--- src/rtl/rv_main_ctrl.sv ---
// rtl/rv_main_ctrl.sv - RV32I single-cycle control unit (main decoder + ALU decoder)
//
// Purpose:
//   Decodes opcode, funct3, funct7[5] and the ALU Zero flag into the datapath
//   controls of a single-cycle RV32I core. All decode outputs are purely
//   combinational; clk/rst only clock the optional sticky illegal-opcode flag.
//
// Optional feature macro: CTRL_ILLEGAL_OP_EN
//   Defined   -> adds registered output IllegalOp (sticky until rst).
//   Undefined -> no IllegalOp port; clk and rst are unused.
//
// Ports:
//   clk        in   1  system clock, rising edge
//   rst        in   1  synchronous active-high reset (registered state only)
//   op         in   7  instr[6:0]
//   funct3     in   3  instr[14:12]
//   funct7     in   1  instr[30] (funct7 bit 5)
//   Zero       in   1  ALU result-equals-zero flag
//   PCSrc      out  1  1 = PC+imm, 0 = PC+4
//   MemWrite   out  1  data memory write enable
//   ALUSrc     out  1  1 = immediate operand B, 0 = rs2
//   RegWrite   out  1  register file write enable
//   ImmSrc     out  2  00 I, 01 S, 10 B, 11 J
//   ResultSrc  out  2  00 ALU, 01 memory, 10 PC+4
//   ALUControl out  3  000 add, 001 sub, 010 and, 011 or, 100 xor, 101 slt
//   IllegalOp  out  1  (CTRL_ILLEGAL_OP_EN only) sticky illegal-opcode flag

module rv_main_ctrl (
  input  logic       clk,
  input  logic       rst,
  input  logic [6:0] op,
  input  logic [2:0] funct3,
  input  logic       funct7,
  input  logic       Zero,
  output logic       PCSrc,
  output logic       MemWrite,
  output logic       ALUSrc,
  output logic       RegWrite,
  output logic [1:0] ImmSrc,
  output logic [1:0] ResultSrc,
  output logic [2:0] ALUControl
`ifdef CTRL_ILLEGAL_OP_EN
  ,
  output logic       IllegalOp
`endif
);

  localparam logic [6:0] OP_LW   = 7'b0000011;
  localparam logic [6:0] OP_SW   = 7'b0100011;
  localparam logic [6:0] OP_R    = 7'b0110011;
  localparam logic [6:0] OP_I    = 7'b0010011;
  localparam logic [6:0] OP_BEQ  = 7'b1100011;
  localparam logic [6:0] OP_JAL  = 7'b1101111;

  logic       branch;
  logic       jump;
  logic [1:0] alu_op;
  logic       legal_op;
  logic       rtype_sub;

  // Main decoder: unknown opcodes fall through to an all-zero decode so an
  // illegal instruction can never write state or redirect the PC.
  always_comb begin
    RegWrite  = 1'b0;
    ImmSrc    = 2'b00;
    ALUSrc    = 1'b0;
    MemWrite  = 1'b0;
    ResultSrc = 2'b00;
    branch    = 1'b0;
    alu_op    = 2'b00;
    jump      = 1'b0;
    legal_op  = 1'b1;
    case (op)
      OP_LW: begin
        RegWrite  = 1'b1;
        ALUSrc    = 1'b1;
        ResultSrc = 2'b01;
      end
      OP_SW: begin
        ImmSrc   = 2'b01;
        ALUSrc   = 1'b1;
        MemWrite = 1'b1;
      end
      OP_R: begin
        RegWrite = 1'b1;
        alu_op   = 2'b10;
      end
      OP_I: begin
        RegWrite = 1'b1;
        ALUSrc   = 1'b1;
        alu_op   = 2'b10;
      end
      OP_BEQ: begin
        ImmSrc = 2'b10;
        branch = 1'b1;
        alu_op = 2'b01;
      end
      OP_JAL: begin
        RegWrite  = 1'b1;
        ImmSrc    = 2'b11;
        ResultSrc = 2'b10;
        jump      = 1'b1;
      end
      default: legal_op = 1'b0;
    endcase
  end

  assign PCSrc = (branch & Zero) | jump;

  // op[5] separates R-type from I-type: addi has no sub form, so funct7 is
  // ignored there (it is part of the immediate).
  assign rtype_sub = op[5] & funct7;

  // ALU decoder.
  always_comb begin
    ALUControl = 3'b000;
    case (alu_op)
      2'b00: ALUControl = 3'b000;
      2'b01: ALUControl = 3'b001;
      2'b10: begin
        case (funct3)
          3'b000:  ALUControl = rtype_sub ? 3'b001 : 3'b000;
          3'b010:  ALUControl = 3'b101;
          3'b100:  ALUControl = 3'b100;
          3'b110:  ALUControl = 3'b011;
          3'b111:  ALUControl = 3'b010;
          default: ALUControl = 3'b000;
        endcase
      end
      default: ALUControl = 3'b000;
    endcase
  end

`ifdef CTRL_ILLEGAL_OP_EN
  logic illegal_q;
  logic illegal_d;

  assign illegal_d = illegal_q | ~legal_op;

  always_ff @(posedge clk) begin
    if (rst) begin
      illegal_q <= 1'b0;
    end else begin
      illegal_q <= illegal_d;
    end
  end

  assign IllegalOp = illegal_q;
`else
  logic unused_inputs;
  assign unused_inputs = ^{clk, rst, legal_op};
`endif

endmodule

--- config.mk ---
export PLATFORM = sky130hd
export DESIGN_NAME = rv_main_ctrl
export DESIGN_NICKNAME = d
export VERILOG_FILES = /design/src/rtl/rv_main_ctrl.sv
export SDC_FILE = /design/constraint.sdc
export NUM_CORES = 1
export LEC_CHECK = 0
export ABC_AREA = 0
export CORE_AREA = 5 5 42 44
export DETAILED_ROUTE_END_ITERATION = 16
export DIE_AREA = 0 0 47 49
export PLACE_DENSITY = 0.5
export SYNTH_ARGS = -nofsm -noshare
export SYNTH_HDL_FRONTEND = slang
export SYNTH_SLANG_ARGS = --single-unit
--- constraint.sdc ---
create_clock -name vclk -period 2.25
set_input_delay 0.45 -clock vclk [all_inputs]
set_output_delay 0.45 -clock vclk [all_outputs]
set_load 0.005 [all_outputs]
==> out/results.txt, run 1 <==
Run status - finished, final reports clean
Sequential cell count - 0
Count of input and output buffers - 23
I/O Pins - 25
Number of warnings issued by yosys - 0
Post-synthesis compound-gate area fraction - 17.4%
First-pass GRT wire length - 1440 um
Total number of vias - 365
Per-instance average area after synthesis - 6.55 um2
Worst IR drop on VDD - 0.0397 mV
Routed len/inst - 10.4 um
Setup repair after global routing missed its margin - yes
Post-synthesis instance area - 223 um2
Dominant combinational cell family by area after synthesis - simple AND/OR/NAND/NOR gates
Worst Path Max Fanout - 4
Detailed-router iteration count before antenna repair - 4
Remaining routing DRC violations - 0
Die extent in y - 49 um
Finished Layout Cells - 84
Startpoint class of the critical path - input pin
Worst hold slack - 1.38 ns
Final worst setup slack - 0.0417 ns
Hold path start - op[5]
Post-synthesis cell type count - 19
CP Capture Type - primary output
Count of antenna-violating nets left after detailed routing - 0
Arrival time of the worst setup path - 1.76 ns
Area of the die - 2300 um2
Initial antenna violation count - 0
Hold-critical path endpoint - ALUSrc
Reported leakage power - 0.262 nW
Shortest clock period the worst path allows after layout - 2.21 ns
Final setup violation count - 0
Setup Total Neg Slack - 0 ns
Proportion of synthesized area in mux cells - 0%
Fin. Hold Viols - 0
Worst slew pin tran - 0.147 ns
Storage element area - 0 um2
GR Overflow Total - 0
Final Routed Wirelength - 877 um
GRT met3 Usage - 0.369%
Pre-CTS setup slack - -0.830 ns
Number of max-slew violations in the final report - 0
Final period utilization - 98.1%
Power per cell area - 107 nW/um2
Xor and xnor area share after synthesis - 3.93%
Count of placed standard cells including taps - 81
Placeable Area - 1400 um2
Synthesis-to-layout area growth - 161%
Worst Path Required - 1.80 ns
Largest net degree at the start of global routing - 5
Vias in the first global route - 353
Total of clock buffers placed in the layout - 0
Met2 Use GR - 14.9%
HPWL reported at the end of detailed placement - 713 um
Critical path class - input pin to primary output
Via count normalized by instance count - 4.35
Worst min-delay path class - input pin to primary output
Global-route met1 utilization - 9.13%
Cell depth of the worst hold path - 4
Cells after Synth - 34
Sequential element share of the synthesized area - 0%
GRT Max-Usage Layer - met2
Number of buffers inserted by hold repair at cts - 0
Syn_nets - 50
Initial cell density of the core - 15.9%
Max-slew headroom - 90.2%
Cell Rows - 14
Count of antenna diodes in the layout - 0
Fin util - 41.4%
Number of nets at the end of the flow - 86
Gp weighted congestion - 0.721
Overall die width - 47 um
Number of violations of the max-capacitance limit - 0
Fraction of layout instances using a drive strength above 1 - 42.6%
Peak Freq - 453 MHz
Iteration-0 DRC count of the detailed router - 5
Area share of and/or/nand/nor cells after synthesis - 65.7%
Overall track demand over capacity in global routing - 7.65%
Post-synthesis share of cell area spent on full adders, half adders and majority gates - 11.2%
==> routing by layer <==
| metal | part of all wire, % | wire, um |
|---|---|---|
| met5 | 0 | 0 |
| met4 | 0 | 0 |
| met2 | 50 | 435 |
| met3 | 11 | 96 |
| met1 | 39 | 344 |
==> synthesized netlist by cell type <==
library cell  n  area [um2]
ha_1          2        25.0
or3_1         1        6.26
nand2_1       4        15.0
nand3_1       3        15.0
a21oi_1       4        20.0
nor2_1        5        18.8
nor2b_4       1        13.8
nand4bb_1     1        11.3
and3_1        1        6.26
o22ai_1       2        12.5
and4b_1       1        10.0
nand4_4       1        21.3
and2_1        1        6.26
inv_1         1        3.75
or2_1         1        6.26
xnor2_1       1        8.76
nor3_1        2        10.0
a31oi_1       1        6.26
or2_2         1        6.26
==> cells in the final DEF (no fill, tap or decap), types with 2 or more instances in the layout <==
cell type	synthesis	routed
o22ai_1	2	2
clkbuf_2	0	2
clkdlybuf4s50_1	0	9
buf_4	0	11
nand2_1	4	4
dlygate4sd2_1	0	5
a21oi_1	4	4
or2_4	0	2
nor2_1	5	5
buf_6	0	4
nand3_1	3	3
buf_2	0	2
==> worst max-delay path by stage <==
stage / start / end / slack (ns) / depth (start not counted)
6_report: op[2] / ALUControl[0] / 0.04 / 7
4_1_cts: op[5] / ALUControl[0] / -0.08 / 8
3_3_place_gp: op[3] / ALUControl[0] / -0.83 / 7
3_5_place_dp: op[3] / ALUControl[0] / -0.83 / 7
5_1_grt: op[2] / ALUControl[0] / -0.04 / 7
2_1_floorplan: op[3] / ALUControl[0] / 0.19 / 5
==> cell type report <==
type               instances  area (um2)
repair buffers            34         297
multi-input cells         33         260
fillers                  151         821
well taps                 16        20.0
inverters                  1        3.75
==> kinds of logic after synthesis <==
kind of cell,count (synthesis)
adders and majority gates,2
buffers and inverters,1
AOI/OAI and AO/OA,7
and+or+nand+nor,23
xor gates and xnor gates,1
==> through the flow <==
step,power [W],area [um2]
after floorplan,0.0000132,223
after global placement,0.0000564,533
after detailed placement,0.0000559,533
after CTS,0.0000547,549
after global routing,0.0000670,581
final,0.0000619,581
==> power breakdown <==
part | internal, W | leakage [nW] | switching [W]
clock network | 0 | 0 | 0
registers | 0 | 0 | 0
logic | 0.0000384 | 0.262 | 0.0000234
total | 0.0000384 | 0.262 | 0.0000234
==> critical path, stage by stage <==
cell and delay, ns:
buf_8 0.10, or2_4 0.24, or2_4 0.26, ha_4 0.24, nand4bb_1 0.18, o22ai_1 0.16
buf_2 0.13
==> timing repair <==
action | CTS | global route
pin swaps | 3 | 9
buffers inserted | 1 | 2
gates resized for setup | 29 | 27
setup endpoints to repair | 11 | 7
No activity file was read; power rests on OpenSTA's default activity.
==> run 2: changes to the inputs <==
--- a/config.mk
+++ b/config.mk
@@ -5,7 +5,6 @@
 export SDC_FILE = /design/constraint.sdc
 export NUM_CORES = 1
 export LEC_CHECK = 0
-export ABC_AREA = 0
 export CORE_AREA = 5 5 42 44
 export DETAILED_ROUTE_END_ITERATION = 16
 export DIE_AREA = 0 0 47 49
==> results of run 2 <==
No change in the layout: final DEF, timing and power equal those of run 1.
